[src/rtl/mul5bcd_seq.sv]
// Serial BCD x5 multiplier: emits one product digit per clock, LSD first.
// Optional macro MUL5BCD_EARLY_EXIT_EN ends the run once the remaining digits are all zero.
module mul5bcd_seq #(
    parameter int NDIG = 4
) (
    input  logic              clk,
    input  logic              rst_n,
    input  logic              start,
    input  logic [4*NDIG-1:0] op,
    output logic              ready,
    output logic              busy,
    output logic              done,
    output logic [4*NDIG+3:0] prod,
    output logic              err
);

    localparam int IW = $clog2(NDIG + 1);

    typedef enum logic [1:0] {IDLE, RUN, DONE} state_t;

    state_t            state_q, state_d;
    logic [IW-1:0]     idx_q, idx_d;
    logic [3:0]        prev_q, prev_d;
    logic [4*NDIG-1:0] opnd_q, opnd_d;
    logic [4*NDIG+3:0] prod_q, prod_d;
    logic              err_q, err_d;

    logic [3:0]        dig;
    logic [3:0]        new_digit;
    logic              last;
    logic              exit_now;
`ifdef MUL5BCD_EARLY_EXIT_EN
    logic              tail_zero;
`endif

    always_ff @(posedge clk or negedge rst_n) begin
        if (!rst_n) begin
            state_q <= IDLE;
            idx_q   <= '0;
            prev_q  <= '0;
            opnd_q  <= '0;
            prod_q  <= '0;
            err_q   <= 1'b0;
        end else begin
            state_q <= state_d;
            idx_q   <= idx_d;
            prev_q  <= prev_d;
            opnd_q  <= opnd_d;
            prod_q  <= prod_d;
            err_q   <= err_d;
        end
    end

    // Operand digit at the current index; reads as 0 at index NDIG so the top
    // product digit falls out of the same formula as prev/2.
    always_comb begin
        dig = 4'd0;
        for (int i = 0; i < NDIG; i++) begin
            if (idx_q == IW'(i)) dig = opnd_q[4*i +: 4];
        end
        new_digit = (dig[0] ? 4'd5 : 4'd0) + {1'b0, prev_q[3:1]};
        last      = (idx_q == IW'(NDIG));
    end

`ifdef MUL5BCD_EARLY_EXIT_EN
    always_comb begin
        tail_zero = 1'b1;
        for (int i = 0; i < NDIG; i++) begin
            if ((IW'(i) >= idx_q) && (opnd_q[4*i +: 4] != 4'd0)) tail_zero = 1'b0;
        end
        exit_now = tail_zero && (prev_q < 4'd2);
    end
`else
    assign exit_now = 1'b0;
`endif

    always_comb begin
        state_d = state_q;
        idx_d   = idx_q;
        prev_d  = prev_q;
        opnd_d  = opnd_q;
        prod_d  = prod_q;
        err_d   = err_q;
        case (state_q)
            IDLE: begin
                if (start) begin
                    opnd_d  = op;
                    prod_d  = '0;
                    err_d   = 1'b0;
                    prev_d  = '0;
                    idx_d   = '0;
                    state_d = RUN;
                end
            end
            RUN: begin
                if (exit_now) begin
                    state_d = DONE;
                    if (err_q) prod_d = '0;
                end else begin
                    for (int i = 0; i <= NDIG; i++) begin
                        if (idx_q == IW'(i)) prod_d[4*i +: 4] = new_digit;
                    end
                    if (last) begin
                        state_d = DONE;
                        if (err_q) prod_d = '0;
                    end else begin
                        if (dig > 4'd9) err_d = 1'b1;
                        prev_d = dig;
                        idx_d  = idx_q + IW'(1);
                    end
                end
            end
            DONE: state_d = IDLE;
            default: state_d = IDLE;
        endcase
    end

    assign ready = (state_q == IDLE);
    assign busy  = (state_q == RUN);
    assign done  = (state_q == DONE);
    assign prod  = prod_q;
    assign err   = err_q;

endmodule

[config.mk]
export PLATFORM = sky130hd
export DESIGN_NAME = mul5bcd_seq
export DESIGN_NICKNAME = d
export VERILOG_FILES = /design/src/rtl/mul5bcd_seq.sv
export SDC_FILE = /design/constraint.sdc
export NUM_CORES = 1
export LEC_CHECK = 0
export CORE_MARGIN = 2
export CORE_UTILIZATION = 50
export DETAILED_ROUTE_END_ITERATION = 7
export PLACE_DENSITY = 0.82
export REMOVE_ABC_BUFFERS = 1
export SLEW_MARGIN = 15
export SYNTH_ARGS = -nofsm -noshare
export SYNTH_HDL_FRONTEND = slang
export SYNTH_SLANG_ARGS = --single-unit
[constraint.sdc]
create_clock -name clk -period 5.74 [get_ports clk]
set_input_delay 1.148 -clock clk [delete_from_list [all_inputs] [get_ports clk]]
set_output_delay 1.148 -clock clk [all_outputs]
set_load 0.03 [all_outputs]
Word level (Yosys, flattened, before mapping):

Index checks and enable logic that the tools add are counted.

* input bits: 19
* ROM bits: 0
* RAM bits: 0
* bits in latches: 0
* register bits: 46
* memories: 0

* add/sub/neg operators: 2
* muxes and demuxes: 27
* bitwise logic cells: 0
* reduce and logical (&&, ||, !) cells: 8
* magnitude comparators: 1
* multiply operators: 0
* equality and inequality tests: 10
* divide/modulo/power cells: 0
* shift-type cells: 0

Operators by type and width (count)
* $mux 20: 3
* $mux 4: 11
* $pmux 20 s2: 1
* $mux 3: 3
* $pmux 4 s2: 1
* $eq 3x2->1 const B: 2
* $pmux 3 s2: 1
* $reduce_and 2->1: 3
* $add 3x3->4: 1
* $gt 4x4->1 const B: 1
* $mux 2: 2
* $ne 2x1->1 const B: 2
* $ne 2x2->1 const B: 2
* $pmux 2 s2: 1
* $reduce_and 4->1: 1
* $add 3x1->3 const B: 1
* $eq 3x1->1 const B: 1
* $eq 3x3->1 const B: 1
* $logic_not 3->1: 1
* $mux 1: 3
* $reduce_and 3->1: 1
* $eq 2x1->1 const B: 1
* $eq 2x2->1 const B: 1
* $logic_not 2->1: 1
* other kinds (2): 2

Longest topological paths before layout:

Gate-level depths: netlist of the first run.

* word-level depth: 11
* gate-level depth with buffers: 12
* gate-level depth less buffers: 11

Worst setup path after synthesis of the first run:

No wires, ideal clock.

* path type: reg2reg
* start point: reg idx_q[0]
* end point: reg prod_q[2], in the netlist prod[2]
* period minus slack after synthesis: 2.140 ns
* stages on the path, launching flop included: 12
* slack: 3.600 ns
* library setup time: 0.083 ns
* arrival: 2.058 ns
* cell sequence: dfrtp_1 -> ha_1 -> clkbuf_1 -> nand3b_1 -> a21oi_1 -> a21oi_1 -> o21ai_0 -> ha_1 -> ha_1 -> xor2_1 -> nand2_1 -> o21ai_0

* longest elaborated chain between the ends: 11
* elaborated cells between the ends (all ways): 15
* classes of those cells: 1 x add/sub; 4 x eq/ne; 9 x mux; 1 x reduce/logical

RTL lines
* start, declared: line 22 `logic [IW-1:0] idx_q, idx_d;`
* start signal, assigned: line 46 `idx_q <= idx_d;`
* $logic_not 3->1: line 59, 101
* $mux 4 (4 in a row): line 59 `if (idx_q == IW'(i)) dig = opnd_q[4*i +: 4];`
* $mux 3: line 61 `new_digit = (dig[0] ? 4'd5 : 4'd0) + {1'b0, prev_q[3:1]};`
* $add 3x3->4: line 61
* $mux 4: line 101 `if (idx_q == IW'(i)) prod_d[4*i +: 4] = new_digit;`
* $mux 20: line 105 `if (err_q) prod_d = '0;`
* $mux 20 *: line 103 `if (last) begin`
* $pmux 20 s2 *: line 84 `case (state_q)`
* end signal, assigned: line 49 `prod_q <= prod_d;`
* end, declared: line 25 `logic [4*NDIG+3:0] prod_q, prod_d;`

Mark *: on every way between the ends. The rest lies on a longest branch, timed or not.
A chain may end at the register's enable or synchronous reset.

Final worst setup path of the first run:

* start point: reg state_q[1]
* end point: out busy

* longest elaborated chain between the ends: 1

RTL lines
* start, declared: line 21 `state_t state_q, state_d;`
* start signal, assigned: line 45 `state_q <= state_d;`
* $eq 2x1->1: line 119 `assign busy = (state_q == RUN);`
* end, declared: line 11 `output logic busy,`

No other way between the ends.

==> reports/qor.csv, run 1 <==
stage;metric;value;unit
final_layout;stdcell_count;302;
pwr;vdd.ir_drop.worst;0.271;mV
synth;yosysTopAreaCellShare;53.5;%
timing;final_period_minus_worst_setup_slack;3.24;ns
grt;met1_layer_usage_reported_by_global_route;27.0;%
final_layout;final_layout_size_suffix_gt1_share;7.94;%
synth;muxShareOfSynthArea;0;%
critical_path;crit_path_max_incr_delay;0.69;ns
synth;synthesis.area;2110;um^2
timing;post-route-worst-setup-slack;2.50;ns
final_layout;post-route-util;65.2;%
timing;post-route-period-util;56.4;%
timing;clock.fmax;309;MHz
grt;gr-usage-all-layers;20.8;%
grt;grt_overflow;0;
pwr;total_power;1.44;mW
critical_path;worstSetupPathType;reg2out;
synth;synth_enable_flop_cells;0;
clock_tree;cts_tree;built;
clock_tree;post-cts-setup-buffers;0;
clock_tree;numClockSinks;45;
critical_path;cp_max_stage_cell;sky130_fd_sc_hd__clkdlybuf4s50_1;
final_layout;final_net_count;278;
critical_path;cp_max_fo;9;
grt;initial_antenna_violation_count;0;
synth;ys_ff_latch;45;
timing;grt_setup_unrepaired;false;
grt;pin_count_of_the_biggest_net_entering_global_routing;46;
grt;number_of_global_route_vias_before_repair;1492;
synth;mapped_cells;209;
routing;route.antenna.remaining_nets;0;
final_layout;final_cell_mix;sky130_fd_sc_hd__nand2_1 (72), sky130_fd_sc_hd__dfrtp_1 (45), sky130_fd_sc_hd__clkdlybuf4s50_1 (41);
floorplanning;starting_density_of_the_core;52.3;%
clock_tree;cts_buffer_depth;2;
routing;detail_route.iter0.violations;167;
floorplanning;die_area;4750;um^2
timing;fin_skew;0.00626;ns
timing;total_negative_setup_slacks;0;ns
critical_path;crit_arrival;2.09;ns
floorplanning;placement_rows;23;
synth;synth_top_cell_by_area;sky130_fd_sc_hd__dfrtp_1;
final_layout;layout.cells.most_common;sky130_fd_sc_hd__nand2_1;
routing;drt-wirelength-per-cell;14.4;um
routing;route.detailed.vias_per_inst;5.33;
placed_design;detailedPlacementHpwl;3.14;mm
synth;synth_compound_gate_area_share;19.5;%
grt;grt_first_pass_wirelength;7.05;mm
critical_path;path_delay_family;buffers and inverters;
placed_design;placed_cell_area;2540;um^2
synth;netlist-cell-type-count;37;
synth;synth_fa_ha_area_share;4.75;%
clock_tree;insertion_delay_of_the_later_clocked_pin_in_the_worst_skew_pair;0.30;ns
critical_path;cp_num_buf_inv;2;
clock_tree;clk_pin_slew;0.08;ns
grt;grtUsageMet3;4.87;%
final_layout;fillers;340;
worst_hold_path;worst_hold_path_type;reg2reg;
timing;final_hold_viol_count;0;
clock_tree;buffer_type_at_the_clock_tree_root;sky130_fd_sc_hd__clkbuf_8;
grt;grtUsageMet2;34.4;%
routing;route.final.wire_length;4.36;mm
clock_tree;cts-htree-levels;2;
placed_design;dp.cells;294;
synth;postSynthAreaPerCell;10.1;um^2
synth;synth.yosys.seq_area_share;53.5;%
routing;number_of_vias_in_the_routed_layout;1611;
job;max-cap-violations;0;
synth;yosys_warn_count;0;
routing;drt_first_pass_iters;4;
clock_tree;cts-hold-fix-buffers;0;
placed_design;place.port_buffers;42;
timing;fin_hold_ws;0.475;ns
critical_path;critPathRequiredTime;4.59;ns
floorplanning;floorplan.core_area;4030;um^2
placed_design;finalWeightedCongestion;0.793;
final_layout;fin_area;2630;um^2
routing;route.detailed.drc;0;
pwr;power_leakage;1.21;nW
clock_tree;postCtsResizedCells;0;
timing;slew_violations;0;
floorplanning;die-width;68.9;um
timing;slew-limit-headroom;35.9;%
synth;synth_ff_type;sky130_fd_sc_hd__dfrtp_1;
critical_path;critical_path.cell_chain;nand2b_1, inv_2, clkdlybuf4s50_1;
synth;synth_simple_gate_area_share;18.2;%
synth;largest_family_of_logic_cells_by_synthesized_area;compound AO/OA/AOI/OAI gates;
synth;most_area_consuming_cells_after_synthesis;sky130_fd_sc_hd__dfrtp_1 (53%), sky130_fd_sc_hd__nand2_1 (13%), sky130_fd_sc_hd__ha_1 (4.8%), sky130_fd_sc_hd__o21ai_0 (4.0%), sky130_fd_sc_hd__a32o_1 (3.8%);
critical_path;timing.critical_path.to_type;output pin;
critical_path;cp-start-kind;register;
final_layout;antennaDiodeCount;0;
placed_design;place_worst_setup_slack;2.67;ns
pwr;power_density;546;nW/um^2
status;outcome;complete, no violations;
synth;ys_async_sr_fraction;100;%
synth;synth-xor-area-share;0.416;%
final_layout;synthToLayoutAreaGrowth;24.8;%
clock_tree;cts-buffers-inserted;5;
floorplanning;dieHeight;68.9;um
floorplanning;floorplan.io_pins;43;
grt;globalRoute.busiestLayer;met2;
timing;worst_slew_pin_slew;0.962;ns
timing;report.final.setup_viol;0;
[tightest hold or removal path: stages (launching register included)]
cell	delay, ns
sky130_fd_sc_hd__dfrtp_1	0.35
sky130_fd_sc_hd__nand2_1	0.05
sky130_fd_sc_hd__nand2_1	0.05
[metal layers]
layer	up-vias	share of wire, %
met1	769	45
li1	795	-
met2	41	49
met5	-	0
met3	6	4.8
met4	0	1.4
[Yosys cell counts, types with 2 or more instances]
cell type                  count
sky130_fd_sc_hd__a21oi_1       7
sky130_fd_sc_hd__a22o_1        4
sky130_fd_sc_hd__a32o_1        8
sky130_fd_sc_hd__buf_4         2
sky130_fd_sc_hd__clkbuf_1      3
sky130_fd_sc_hd__dfrtp_1      45
sky130_fd_sc_hd__ha_1          8
sky130_fd_sc_hd__inv_1         8
sky130_fd_sc_hd__nand2_1      72
sky130_fd_sc_hd__nand3b_1      2
sky130_fd_sc_hd__nor2_1        2
sky130_fd_sc_hd__nor2b_1       5
sky130_fd_sc_hd__o21ai_0      17
sky130_fd_sc_hd__o31ai_2       3
[state kept, by name (all words and copies together) (netlist names)]
| register | cells |
|---|---|
| prod | 20 |
| opnd_q | 16 |
| idx_q | 3 |
| prev_q | 3 |
| state_q | 2 |
| err | 1 |
[kinds of logic after synthesis]
logic type      Yosys count
simple gates             89
xor+xnor                  1
fa+ha+maj                 8
compound gates           50
flops                    45
buf+inv                  16
[report_power, final]
part	internal (mW)	switching, mW	leakage, nW	total [mW]
Combinational	0.286	0.455	0.576	0.741
Clock	0.0865	0.0999	0.0395	0.186
Sequential	0.432	0.0767	0.590	0.509
Total	0.804	0.632	1.21	1.44
[path summary, 6_finish.rpt]
kind                       cells past startpoint  slack, ns       start   endpoint
max in group asynchronous                      1       4.15       rst_n   prod[15]
min reg2reg                                    2       0.47   opnd_q[5]  opnd_q[5]
min                                            2       0.47   opnd_q[5]  opnd_q[5]
max                                            3       2.50  state_q[1]       busy
max reg2reg                                    9       2.94    idx_q[2]   prod[14]
min in group asynchronous                      1       1.00       rst_n   prod[16]
[final cells by class]
cell class	count	area, um^2	area share [%]
Sequential cell	45	1130	42.9
Tap cell	50	62.6	2.38
Multi-Input combinational cell	148	910	34.6
Timing Repair Buffer	42	415	15.8
Inverter	9	33.8	1.29
Clock buffer	8	80.1	3.05
Note: power is estimated with default switching activity, not from simulation.
==> inputs of run 2 (changes only) <==
==> constraint.sdc (replaced) <==
create_clock -name clk -period 3 [get_ports clk]
set_input_delay 0.6 -clock clk [delete_from_list [all_inputs] [get_ports clk]]
set_output_delay 0.6 -clock clk [all_outputs]
set_load 0.03 [all_outputs]
==> reports/qor.csv, run 2 (same netlist as run 1, synthesis figures left out) <==
stage;metric;value;unit;change
routing;route.final.wire_length;4.32;mm;-0.85%
grt;number_of_global_route_vias_before_repair;1553;;+4.1%
pwr;power.share.switching;42.3;%;-1.6 points
critical_path;crit_arrival;2.75;ns;+0.66 ns
clock_tree;cts-hold-fix-buffers;0;;unchanged
critical_path;cp_max_fo;8;;-1
final_layout;fin_area;2680;um^2;+2.1%
final_layout;antennaDiodeCount;0;;unchanged
clock_tree;post-cts-setup-buffers;0;;unchanged
timing;fin_skew;0.00614;ns;-0.000114 ns
routing;route.antenna.remaining_nets;0;;unchanged
clock_tree;cts_tree;built;;
placed_design;placed_cell_area;2560;um^2;+0.89%
clock_tree;numClockSinks;45;;unchanged
grt;gr-usage-all-layers;20.9;%;+0.10 points
timing;slew_violations;0;;unchanged
grt;pin_count_of_the_biggest_net_entering_global_routing;46;;unchanged
floorplanning;starting_density_of_the_core;52.3;%;unchanged
floorplanning;placement_rows;23;;unchanged
pwr;combPwrFrac;49.9;%;-1.7 points
clock_tree;postCtsResizedCells;0;;unchanged
timing;final_period_minus_worst_setup_slack;2.54;ns;
final_layout;final_net_count;281;;+1.1%
final_layout;fillers;339;;-0.29%
pwr;p_int;1.66;mW;+110%
floorplanning;dieHeight;68.9;um;unchanged
placed_design;place.port_buffers;42;;unchanged
placed_design;place_worst_setup_slack;0.496;ns;-2.18 ns
floorplanning;die_area;4750;um^2;unchanged
critical_path;critPathRequiredTime;3.21;ns;-1.38 ns
floorplanning;floorplan.core_area;4030;um^2;unchanged
timing;clock.fmax;394;MHz;
final_layout;synthToLayoutAreaGrowth;27.5;%;
clock_tree;clk_pin_slew;0.09;ns;about the same
clock_tree;buffer_type_at_the_clock_tree_root;sky130_fd_sc_hd__clkbuf_8;;
timing;total_negative_setup_slacks;0;ns;unchanged
clock_tree;cts_buffer_depth;2;;unchanged
final_layout;post-route-util;66.6;%;+1.4 points
placed_design;finalWeightedCongestion;0.864;;+9.1%
routing;drt-wirelength-per-cell;14.2;um;-1.8%
routing;number_of_vias_in_the_routed_layout;1655;;+2.7%
timing;post-route-worst-setup-slack;0.465;ns;-2.04 ns
clock_tree;cts-buffers-inserted;5;;unchanged
grt;grt_overflow;0;;unchanged
routing;route.detailed.vias_per_inst;5.43;;+1.7%
final_layout;final_cell_mix;sky130_fd_sc_hd__nand2_1 (72), sky130_fd_sc_hd__dfrtp_1 (45), sky130_fd_sc_hd__clkdlybuf4s50_1 (41);;
routing;route.detailed.drc;0;;unchanged
job;max-cap-violations;0;;unchanged
timing;post-route-period-util;84.5;%;
timing;slew-limit-headroom;35.8;%;-0.072 points
grt;initial_antenna_violation_count;0;;unchanged
routing;drt_first_pass_iters;4;;unchanged
final_layout;stdcell_count;305;;+0.99%
pwr;vdd.ir_drop.worst;0.467;mV;+72%
routing;detail_route.iter0.violations;86;;-49%
status;outcome;complete, no violations;;
grt;grt_first_pass_wirelength;7.22;mm;+2.5%
timing;report.final.setup_viol;0;;unchanged
floorplanning;floorplan.io_pins;43;;unchanged
timing;worst_slew_pin_slew;0.963;ns;+0.00108 ns
pwr;power_leakage;1.24;nW;+2.7%
timing;final_hold_viol_count;0;;unchanged
pwr;share_seq_of_total_power;33.6;%;-1.8 points
critical_path;cp-start-kind;register;;
final_layout;final_layout_size_suffix_gt1_share;10.2;%;+2.3 points
placed_design;dp.cells;297;;+1.0%
timing;grt_setup_unrepaired;false;;
pwr;power_density;1070;nW/um^2;+96%
clock_tree;cts-htree-levels;2;;unchanged
critical_path;worstSetupPathType;reg2reg;;
critical_path;timing.critical_path.to_type;register;;
pwr;total_power;2.88;mW;+100%
pwr;share_clk_of_total_power;16.5;%;+3.5 points
placed_design;detailedPlacementHpwl;3.14;mm;about the same
final_layout;largest_register_ff_count;20;;unchanged
floorplanning;die-width;68.9;um;unchanged
clock_tree;insertion_delay_of_the_later_clocked_pin_in_the_worst_skew_pair;0.30;ns;about the same
worst_hold_path;worst_hold_path_type;in2async;;
final_layout;layout.cells.most_common;sky130_fd_sc_hd__nand2_1;;
timing;fin_hold_ws;0.450;ns;-0.0251 ns
pwr;power_switching;1.22;mW;+93%
[run 2: changes by cell type in the layout (fill, tap and decap cells not counted), sizes merged]
cell	previous run	this run
clkinvlp	0	1
buf	1	4
bufinv	0	1
clkbuf	8	6
[run 2: power groups by stage]
stage	registers, mW	clock network, mW	logic, mW
2_1_floorplan	1.10	0	0.838
3_3_place_gp	0.974	0	1.40
3_5_place_dp	0.982	0	1.43
4_1_cts	0.969	0.477	1.45
5_1_grt	0.996	0.503	1.59
6_report	0.967	0.475	1.44
[run 2: final timing paths]
kind	startpoint	end	slack, ns	depth (start not counted)
worst max-delay path	idx_q[2]	prod[6]	0.46	9
worst min-delay path	rst_n	prod[0]	0.45	1
worst max register to register	idx_q[2]	prod[6]	0.46	9
worst min register to register	opnd_q[5]	opnd_q[5]	0.48	2
max in group asynchronous	rst_n	prod[12]	1.96	1
min in group clk	opnd_q[5]	opnd_q[5]	0.48	2
[run 2: final cells by class]
class,instances,area (um^2),area share [%]
inverters,9,33.8,1.26
multi-input cells,148,903,33.7
clock inverters,2,37.5,1.40
clock buffers,6,82.6,3.08
well taps,50,62.6,2.33
repair buffers,45,438,16.3
flip-flops and latches,45,1130,42.0
[run 2: worst max-delay path: stages, from the launching register on]
cell and delay [ns]:
sky130_fd_sc_hd__dfrtp_1 0.53, sky130_fd_sc_hd__inv_1 0.17, sky130_fd_sc_hd__ha_1 0.24, sky130_fd_sc_hd__or2_2 0.32, sky130_fd_sc_hd__o21ai_0 0.27, sky130_fd_sc_hd__ha_1 0.24
sky130_fd_sc_hd__ha_1 0.17, sky130_fd_sc_hd__xor2_1 0.17, sky130_fd_sc_hd__nand2_1 0.13, sky130_fd_sc_hd__o21ai_0 0.21
[run 2: metal layers]
metal	GRT usage (%)	wire (um)
met5	0	0
met4	6.86	61
met3	5.03	173
met2	35.0	2110
met1	26.6	1980
